--- src/rtl/sipo_deserializer.sv ---
// Serial-in/parallel-out word assembler with a one-entry valid/ready output.
// Optional even-parity slot per frame: define PARITY_CHECK_EN.
module sipo_deserializer #(
  parameter int WIDTH     = 4,
  parameter bit LSB_FIRST = 1'b1
) (
  input  logic             clk,
  input  logic             reset,
  input  logic             din,
  input  logic             din_valid,
  input  logic             sof,
  output logic [WIDTH-1:0] dout,
  output logic             dout_valid,
  input  logic             dout_ready,
  output logic             overrun,
  input  logic             clr_ovr,
  output logic             busy,
  output logic             par_err
);

`ifdef PARITY_CHECK_EN
  localparam int FRAME = WIDTH + 1;
`else
  localparam int FRAME = WIDTH;
`endif
  localparam int CW = $clog2(FRAME + 1);

  logic [WIDTH-1:0] sh_q, sh_d;
  logic [WIDTH-1:0] dout_q, dout_d;
  logic [WIDTH-1:0] word;
  logic [CW-1:0]    cnt_q, cnt_d;
  logic [CW-1:0]    idx;
  logic             vld_q, vld_d;
  logic             ovr_q, ovr_d;
  logic             busy_q;
  logic             last;
  logic             load;
  logic             drop;

  // Place the sampled bit into the word and decide frame completion
  always_comb begin
    idx  = sof ? '0 : cnt_q;
    word = sof ? '0 : sh_q;
    for (int i = 0; i < WIDTH; i++) begin
      if (idx == CW'(LSB_FIRST ? i : WIDTH - 1 - i))
        word[i] = din;
    end
    last  = din_valid && (idx == CW'(FRAME - 1));
    sh_d  = sh_q;
    cnt_d = cnt_q;
    if (din_valid) begin
      cnt_d = last ? '0 : idx + CW'(1);
      sh_d  = last ? '0 : word;
    end
  end

  // Output register handshake and sticky overrun
  always_comb begin
    load   = last && (!vld_q || dout_ready);
    drop   = last && vld_q && !dout_ready;
    dout_d = load ? word : dout_q;
    vld_d  = vld_q;
    if (load)
      vld_d = 1'b1;
    else if (vld_q && dout_ready)
      vld_d = 1'b0;
    ovr_d = ovr_q;
    if (drop)
      ovr_d = 1'b1;
    else if (clr_ovr)
      ovr_d = 1'b0;
  end

  // State registers
  always_ff @(posedge clk or negedge reset) begin
    if (!reset) begin
      sh_q   <= '0;
      cnt_q  <= '0;
      dout_q <= '0;
      vld_q  <= 1'b0;
      ovr_q  <= 1'b0;
      busy_q <= 1'b0;
    end else begin
      sh_q   <= sh_d;
      cnt_q  <= cnt_d;
      dout_q <= dout_d;
      vld_q  <= vld_d;
      ovr_q  <= ovr_d;
      busy_q <= (cnt_d != '0);
    end
  end

`ifdef PARITY_CHECK_EN
  logic par_q, par_d;

  // Even parity over data plus the parity bit just sampled
  always_comb begin
    par_d = par_q;
    if (load)
      par_d = ^{word, din};
  end

  // Parity status travels with the word in dout
  always_ff @(posedge clk or negedge reset) begin
    if (!reset)
      par_q <= 1'b0;
    else
      par_q <= par_d;
  end

  assign par_err = par_q;
`else
  assign par_err = 1'b0;
`endif

  assign dout       = dout_q;
  assign dout_valid = vld_q;
  assign overrun    = ovr_q;
  assign busy       = busy_q;

endmodule
--- config.mk ---
export PLATFORM = sky130hd
export DESIGN_NAME = sipo_deserializer
export DESIGN_NICKNAME = d
export VERILOG_FILES = /design/src/rtl/sipo_deserializer.sv
export SDC_FILE = /design/constraint.sdc
export NUM_CORES = 1
export LEC_CHECK = 0
export CORE_MARGIN = 1
export CORE_UTILIZATION = 51
export DETAILED_ROUTE_END_ITERATION = 10
export HOLD_SLACK_MARGIN = 0.05
export PLACE_DENSITY = 0.8
export SLEW_MARGIN = 20
export SYNTH_ARGS = -nofsm -noshare
export SYNTH_HDL_FRONTEND = slang
export SYNTH_SLANG_ARGS = --single-unit
--- constraint.sdc ---
create_clock -name clk -period 4.6 [get_ports clk]
set_clock_uncertainty 0.2 [all_clocks]
set_input_delay 0.92 -clock clk [delete_from_list [all_inputs] [get_ports clk]]
set_output_delay 0.92 -clock clk [all_outputs]
set_load 0.02 [all_outputs]
== Word level (Yosys, flattened, before mapping) ==
Index checks and enable logic that the tools add are counted.

* Input port bits: 7
* Bits in registers: 14
* Output and inout bits: 8

* Equality and inequality tests: 3
* Reduce and logical (&&, ||, !) cells: 12
* $add $sub $neg: 1
* Muxes and demuxes: 13

{| class="wikitable"
|+ Operator list
! kind !! number
|-
| $mux W3 || 3
|-
| $mux W1 || 8
|-
| $mux W4 || 2
|-
| $eq A3 B2 Y1 const B || 2
|-
| $logic_and A1 B1 Y1 || 5
|-
| $reduce_bool A2 Y1 || 2
|-
| $add A3 B1 Y3 const B || 1
|-
| $eq A3 B1 Y1 const B || 1
|-
| $logic_not A3 Y1 || 1
|-
| $reduce_bool A3 Y1 || 1
|-
| $logic_not A1 Y1 || 2
|-
| $logic_or A1 B1 Y1 || 1
|}

== Depth between registers and ports, before layout ==
* Depth in word-level cells: 6
* Gate-level depth with buffers: 4

== Worst setup path after synthesis ==
No wires, ideal clock.

* Kind: input to register
* Start point: input sof
* End point: register dout_q[0], in the netlist dout[0]
* Required time: 4.275 ns
* Path slack: 2.521 ns
* Stages: 4
* Setup time: 0.125 ns
* Data arrival time: 1.754 ns
* Path buffers: 1
* Path through: buf_6 and4bb_4 nand3_4 mux2_4

* Word-level cells in the longest chain between the ends: 4

{| class="wikitable"
|+ RTL lines
! item !! RTL line !! RTL
|-
| from (decl) || 11 || <nowiki>input logic sof,</nowiki>
|-
| $mux W3 || 42 || <nowiki>idx = sof ? '0 : cnt_q;</nowiki>
|-
| $eq A3 B2 Y1 || 48 || <nowiki>last = din_valid && (idx == CW'(FRAME - 1));</nowiki>
|-
| $logic_and A1 B1 Y1 || 48 ||
|-
| $logic_and A1 B1 Y1 || 59 || <nowiki>load = last && (!vld_q || dout_ready);</nowiki>
|-
| to (signal assigned) || 86 || <nowiki>dout_q <= dout_d;</nowiki>
|-
| to (decl) || 29 || <nowiki>logic [WIDTH-1:0] dout_q, dout_d;</nowiki>
|}

Parallel ways exist; a longest one is shown, timed or not.
A chain may end at the register's enable or synchronous reset.

== Final worst setup path ==
* Start point: input sof
* End point: register dout_q[3], in the netlist dout[3]

* Word-level cells in the longest chain between the ends: 4

{| class="wikitable"
|+ RTL lines
! item !! RTL line
|-
| $mux W3 || 42
|-
| $eq A3 B2 Y1 || 45, 48
|-
| $logic_and A1 B1 Y1 || 48
|-
| $logic_and A1 B1 Y1 || 59
|}

Parallel ways exist; a longest one is shown, timed or not.

==> results.cfg <==
[outcome]
outcome = complete, no violations

[sta]
slew_headroom_pct = 61.79
worstMarginPinSlew_ns = 0.5713
finalMaxSlewViolations = 0
max_freq_mhz = 418.3
setup_ws_ns = 2.210
setup_viol = 0
tns_ns = 0
rsz0062_at_grt = false
period_share_pct = 51.97
finalCriticalPeriod_ns = 2.390
finalHoldViolCount = 0

[hold_path]
min_path_type = reg2reg

[die]
core_area_um2 = 1301
rows = 13
pin_count = 15
fp.dieW_um = 39.30
initial_core_util_pct = 54.52
die_y_um = 39.30
die_area_um2 = 1544

[global_routing]
grt_antenna_before_repair = 0
grt_pass1_vias = 450
grt_overflow_total = 0
grtUsageTotal_pct = 19.17
grt_pass1_wl_um = 1925
grt_max_degree = 14

[clock_tree]
cts_hold_buffers = 0
cts_setup_buffers = 0
htree_levels = 1
cts_tree = yes
clk_path_buf_depth = 2
cts_resized = 0
cts_buffers = 3
insertion_delay_ns = 0.26
cts-root-buf = clkbuf_4
clkTransAtPathRegs_ns = 0.07
cts_sinks = 13

[critical_path]
cp.required_ns = 4.55
worstSetupEndpointType = flip-flop
r2r.worst_path.cells = 3
critical_path.startpoint = sof
path_class = in2reg
rr_startpoint = cnt_q[1]
arrival_ns = 2.34
cp-start-kind = input pin
rrSetupSlack_ns = 2.87
r2r-end = dout[2]
cp-endpoint = dout[3]
path_max_fanout = 9

[logic_synthesis]
netlist_area_um2 = 709.4
synthCells = 58
yosysTopAreaCell = dfrtp_1
yosys_warnings = 0
synth_seq_cells = 13
ys_seq_area_share_pct = 45.86
synth_nets = 65
synth_top_area_share_pct = 45.86
synth_area_per_cell_um2 = 12.23
synth_area_leaders = dfrtp_1, mux2_4, buf_6, o2bb2ai_1, mux2_1
synthDistinctLibCells = 29

[placement]
dpl.hpwl_um = 889.4
place.gp.congestion = 0.7182
portBuffers = 13
pre_cts_slack_ns = 1.936

[finish]
area_growth_pct = 17.81
drive_gt1_share_pct = 17.14
n_antenna_cell = 0
fin_nets = 78

[route]
drc = 0
num_vias = 471
first_pass_iters = 3
detail_route.wl_per_cell_um = 14.15
wirelength_um = 1203
vias_per_cell = 5.541
drt_iter0_drc = 7
antenna_left = 0

[job]
maxCapViolCount = 0

[power]
p_leak_nw = 0.3658
ir_worst_vdd_mv = 0.2111
power-per-cell-area_nw_per_um2 = 399.3
## synth_stat cells (all sizes together)
cell     instances
dfrtp           13
mux2             6
buf              5
a21oi            3
nor3b            3
o2bb2ai          3
inv              2
nand2            2
nand2b           2
nand3b           2
nor2             2
or2b             2
a2111o           1
a21o             1
a2bb2oi          1
a32oi            1
and2b            1
and4bb           1
conb             1
nand3            1
nand4b           1
nor3             1
o21a             1
o22ai            1
o31ai            1
## critical path: stages
cell	delay [ns]
clkdlybuf4s50_1	0.56
and4bb_4	0.42
nand3_4	0.12
mux2_4	0.33
## logic make-up after synthesis
group	Yosys count	share of synthesized area, %
compound gates	13	13.94
mux	6	11.64
buf+inv	7	7.936
simple gates	18	20.11
flops	13	45.86
other cells	1	0.5286
## how the worst min path moves through the flow
| stage | cells past startpoint | from | to |
|---|---|---|---|
| 2_1_floorplan | 1 | sh_q[0] | sh_q[0] |
| 3_3_place_gp | 1 | sh_q[0] | sh_q[0] |
| 3_5_place_dp | 1 | sh_q[1] | sh_q[1] |
| 4_1_cts | 1 | sh_q[1] | sh_q[1] |
| 5_1_grt | 1 | dout[0] | dout[0] |
| 6_report | 1 | sh_q[1] | sh_q[1] |
## through the flow
stage	cells	power [mW]	area [um^2]	hold slack, ns	util (%)
detailed placement	81	0.2704	809.5	0.2959	62.21
global route	85	0.3571	835.8	0.3423	64.23
CTS	85	0.3382	835.8	0.3126	64.23
global placement	81	0.2661	809.5	0.2681	62.21
finish	85	0.3338	835.8	0.3149	64.23
floorplan	58	0.2284	709.4	0.2483	-
## power breakdown
group          leakage, nW  total (mW)  internal (mW)  switching, mW
combinational        0.184       0.114         0.0657         0.0484
clock               0.0150      0.0655         0.0335         0.0319
sequential           0.166       0.154          0.136         0.0182
## flip-flops by register name, indices dropped and copies added, names as in the netlist
register	flops
sh_q	3
overrun	1
dout_valid	1
busy	1
dout	4
cnt_q	3
## area by class of cell
class | count | area, um^2
Inverter | 2 | 7.507
Fill cell | 103 | 465.4
Timing Repair Buffer | 13 | 130.1
Multi-Input combinational cell | 38 | 327.8
Sequential cell | 13 | 325.3
Tap cell | 15 | 18.77
Clock buffer | 4 | 26.28
## routing by layer
metal	track usage, %	share of wire (%)
met4	6.897	1.3
met3	6.818	5.4
met1	23.90	49
met5	0	0
met2	30.42	44
## cells in the final DEF, fill, tap and decap left out
cell type / n
a2111o_1: 1
a21o_1: 1
a21oi_1: 3
a2bb2oi_1: 1
a32oi_1: 1
and2b_2: 1
and4bb_4: 1
clkbuf_1: 1
clkbuf_4: 3
clkdlybuf4s50_1: 13
conb_1: 1
dfrtp_1: 13
inv_1: 2
mux2_1: 2
mux2_4: 4
nand2_1: 2
nand2b_1: 2
nand3_4: 1
nand3b_1: 2
nand4b_1: 1
nor2_1: 2
nor3_1: 1
nor3b_1: 2
nor3b_2: 1
o21a_1: 1
o22ai_1: 1
o2bb2ai_1: 3
o31ai_1: 1
or2b_1: 1
or2b_2: 1
No activity file was read; power rests on OpenSTA's default activity.
==> RTL edit 1, RTL diff (same settings) <==
Put one more register stage on the output `overrun`, with the module's reset. The value now appears one clock later. The other outputs are not delayed to match.
--- a/src/rtl/sipo_deserializer.sv
+++ b/src/rtl/sipo_deserializer.sv
@@ -117,3 +117,9 @@
   assign dout_valid = vld_q;
-  assign overrun    = ovr_q;
+  always_ff @(posedge clk or negedge reset) begin
+    if (!reset) begin
+      overrun <= '0;
+    end else begin
+      overrun <= ovr_q;
+    end
+  end
   assign busy       = busy_q;
Formal check against the unedited RTL: not equivalent (Yosys sat finds a counterexample within 10 cycles, from zero or initial values and one cycle with reset low).
==> RTL edit 1 against the original RTL <==
- wire length is 5.1% higher
- final cell count is 2.4% lower
- total power is 5.6% higher
- setup slack worse by 0.028 ns
- highest routed layer unchanged
- design area is 0.45% higher
- sequential cell count is 1 higher
- synthesized area is 0.88% lower
- register-to-register slack worse by 0.12 ns
==> RTL edit 1: results (changes against the original RTL) <==
post-synth net total=63 (-3.1%); Cell variety after synth=26 (-10%); Layout Nets=76 (-2.6%); met2 global-route usage=33.33% (+2.9 points); ANT cells=0 (unchanged); Worst-Skew Late Latency=0.29 ns (+0.03 ns); Fmax=413.4 MHz (-1.2%); met3 GRT Util=3.468% (-3.3 points); post-synthesis compound-gate area fraction=14.41% (+0.48 points); DRT Pass-1 Iters=4 (+1); Final GP Congestion=0.7972 (+11%); P_leak=0.3685 nW (+0.75%); Worst Path Max Fanout=9 (unchanged); max reg flops=4 (unchanged); Via Count=471 (unchanged); first-pass GRT wire length=2028 um (+5.4%); mux contribution to synthesized area=9.609% (-2.0 points); post-CTS sizing=0 (unchanged); Post-synth top cells=14 x dfrtp_1, 6 x mux2_2, 3 x buf_6, 3 x nor3b_1, 3 x o2bb2ai_1; Relative slew margins=60.90% (-0.90 points); antenna violations before repair=0 (unchanged); WL/cell=15.23 um (+7.6%); asr flop ratio synth=100.0% (unchanged); largest net degree at the start of global routing=15 (+1); Adder-Cell Fraction of Synth Area=0% (unchanged); Post-Synth XOR/XNOR Area=0% (unchanged); hpwl dp=814.2 um (-8.5%); Reg2Reg Setup Slack=2.75 ns (-0.12 ns); CTS Buffer Depth=2 (unchanged); YS warnings=0 (unchanged); ratio of cells with drive above 1 in the final layout=20.59% (+3.4 points); Min-Delay Startpoint=ovr_q; Seq/Total Area, Yosys=49.82% (+4.0 points); Max H-tree Level=1 (unchanged); Fin Hold WS=0.1846 ns (-0.1304 ns); initial DRC count=11 (+4); Root Driver=clkbuf_4; vias in the first global route=459 (+2.0%); CP arrival=2.40 ns (+0.06 ns); peak supply drop=0.2444 mV (+16%); filler cell count=109 (+5.8%); met1 Usage GRT=27.24% (+3.3 points); top cells by area, synth=dfrtp_1 50%, mux2_2 9.6%, buf_6 4.8%, o2bb2ai_1 3.7%, nor3b_1 3.2%; clk slew on worst S/H paths=0.09 ns (+0.02 ns); status=completed; r2r startpoint=cnt_q[0]; total global-route track usage=20.93% (+1.8 points); Placement Setup Slack=1.906 ns (-0.03006 ns)
==> RTL edit 1: layout make-up <==
cell class	count	area share, %
clock buffer	4	4.322
inverter	2	0.8942
multi-input combinational	35	35.32
sequential	14	41.73
tap	15	2.235
timing repair buffer	13	15.50
==> RTL edit 1: report_power, final <==
group | switching, mW | internal [mW]
clock | 0.0424 | 0.0483
combinational | 0.0477 | 0.0546
sequential | 0.0156 | 0.144
==> RTL edit 1: critical path, stage by stage <==
cell and delay (ns):
clkdlybuf4s50_1 0.57, nand3b_4 0.26, nor3b_4 0.29, mux2_2 0.37
==> RTL edit 1: worst paths after layout <==
path,end,depth (start not counted)
max in group asynchronous,sh_q[0],1
worst max register to register,dout[1],3
worst min-delay path,overrun,0
worst max-delay path,dout[3],4
worst min register to register,overrun,0
min in group asynchronous,cnt_q[2],1
==> RTL edit 1: per-stage QoR <==
stage | cells | instance area (um2)
2_1_floorplan | 56 | 703.2
3_3_place_gp | 79 | 803.3
3_5_place_dp | 79 | 803.3
4_1_cts | 83 | 839.6
5_1_grt | 83 | 839.6
6_report | 83 | 839.6
==> RTL edit 1: kinds of logic after synthesis <==
family | count (synthesis)
buf+inv | 7
mux | 6
simple gates | 15
flops | 14
other cells | 1
compound gates | 13
==> RTL edit 1: layer usage <==
metal	wire length, um	share of wire [%]
met1	586	46
met2	610	48
met3	44	3.5
met4	23	1.8
met5	0	0
==> RTL edit 2, RTL diff (config.mk and constraints unchanged) <==
Without the edit above. Build with the macro `PARITY_CHECK_EN` defined.
--- a/src/rtl/sipo_deserializer.sv
+++ b/src/rtl/sipo_deserializer.sv
@@ -2,2 +2,4 @@
 // Optional even-parity slot per frame: define PARITY_CHECK_EN.
+`define PARITY_CHECK_EN
+
 module sipo_deserializer #(
Function: changed (Yosys sat finds a counterexample within 10 cycles, from zero or initial values and one cycle with reset low).
==> RTL edit 2 against the original RTL <==
- design area rose by 18%
- synthesized area rose by 15%
- non-clock buffer count rose by 1
- sequential cell count rose by 2
- synthesized cell count rose by 38%
- highest routed layer unchanged
- combinational power rose by 42%
- utilization rose by 1.2 points
- via count rose by 36%
- wire length rose by 29%
- maximum frequency fell by 27%
- setup slack got worse by 0.87 ns
- total power rose by 25%
- count of clock-buffer cells in the layout fell by 1
==> RTL edit 2: results (changes against the original RTL) <==
WL/cell=14.00 um (-1.1%); Layout Nets=108 (+38%); Relative slew margins=53.78% (-8.0 points); peak supply drop=0.2734 mV (+29%); ratio of cells with drive above 1 in the final layout=9.474% (-7.7 points); total global-route track usage=20.68% (+1.5 points); Seq/Total Area, Yosys=45.94% (+0.086 points); Post-synth top cells=15 x dfrtp_1, 12 x inv_1, 8 x o22ai_1; vias in the first global route=589 (+31%); Min-Delay Startpoint=par_err; first-pass GRT wire length=2684 um (+39%); M1 WL=735 um (+24%); Cell variety after synth=27 (-6.9%); Final GP Congestion=0.7561 (+5.3%); IO buf count=14 (+1); hpwl dp=1098 um (+23%); WL met2=719 um (+36%); post-synth net total=92 (+42%); r2r startpoint=cnt_q[0]; P_leak=0.4457 nW (+22%); status=completed; max incr delay on CP=0.66 ns (+0.10 ns); switch share=34.19% (+4.7 points); CP arrival=3.24 ns (+0.90 ns); DRT Wirelength=1554 um (+29%); clk slew on worst S/H paths=0.09 ns (+0.02 ns); top cells by area, synth=dfrtp_1 46%, ha_1 7.7%, o22ai_1 6.1%, inv_1 5.5%, a21oi_1 3.7%; Worst-Skew Late Latency=0.29 ns (+0.03 ns); met3 WL=61 um (-6.2%)
-- RTL edit 2: per-stage QoR --
stage	total power [mW]	util (%)	setup slack, ns	area (um2)
6_report	0.4180	65.45	1.339	985.9
5_1_grt	0.4438	65.45	1.173	985.9
4_1_cts	0.4203	65.45	1.357	985.9
3_5_place_dp	0.3441	63.62	1.071	958.4
3_3_place_gp	0.3410	63.62	1.120	958.4
2_1_floorplan	0.2769	-	1.801	817.0
-- RTL edit 2: cell type report --
type | instances | area [um2] | area share, %
flip-flops and latches | 15 | 375.4 | 38.07
repair buffers | 14 | 140.1 | 14.21
multi-input cells | 50 | 377.9 | 38.32
clock buffers | 3 | 22.52 | 2.284
well taps | 16 | 20.02 | 2.030
inverters | 12 | 45.04 | 4.569
clock inverters | 1 | 5.005 | 0.5076
-- RTL edit 2: cell families after synthesis --
| kind of cell | share of synthesized area [%] |
|---|---|
| xor gates and xnor gates | 3.828 |
| muxes | 1.378 |
| buffers and inverters | 7.810 |
| AOI/OAI and AO/OA | 19.60 |
| adders and majority gates | 7.657 |
| DFF | 45.94 |
| and+or+nand+nor | 13.78 |
-- RTL edit 2: power by group through the flow --
stage               Sequential [mW]  Combinational, mW  Clock, mW
floorplan                     0.210             0.0667          0
global placement              0.181              0.160          0
detailed placement            0.182              0.162          0
CTS                           0.179              0.163     0.0786
global route                  0.183              0.176     0.0846
finish                        0.179              0.162     0.0770
-- RTL edit 2: worst paths after layout --
kind | endpoint | slack (ns) | cells after the start
setup reg to reg | par_err | 2.30 | 9
setup / recovery | par_err | 1.34 | 10
max in group asynchronous | dout[0] | 2.92 | 1
hold / removal | par_err | 0.32 | 1
hold reg to reg | par_err | 0.32 | 1
min in group asynchronous | sh_q[1] | 0.84 | 1
-- RTL edit 2: layer usage --
layer | global-route usage, % | up-vias
li1 | - | 306
met1 | 29.34 | 314
met2 | 30.94 | 15
met3 | 2.586 | 4
met4 | 11.25 | 0
met5 | 0 | -
-- RTL edit 2: worst register-to-register path, delay by kind of cell, from the launching register on --
family | cells | cell delay, ns
multiplexers | 1 | 0.26
AO/OA/AOI/OAI | 1 | 0.10
flip-flops | 1 | 0.41
AND/OR/NAND/NOR | 2 | 0.32
XOR/XNOR | 2 | 0.39
adder cells (fa/ha/maj) | 2 | 0.41
buffers and inverters | 1 | 0.09
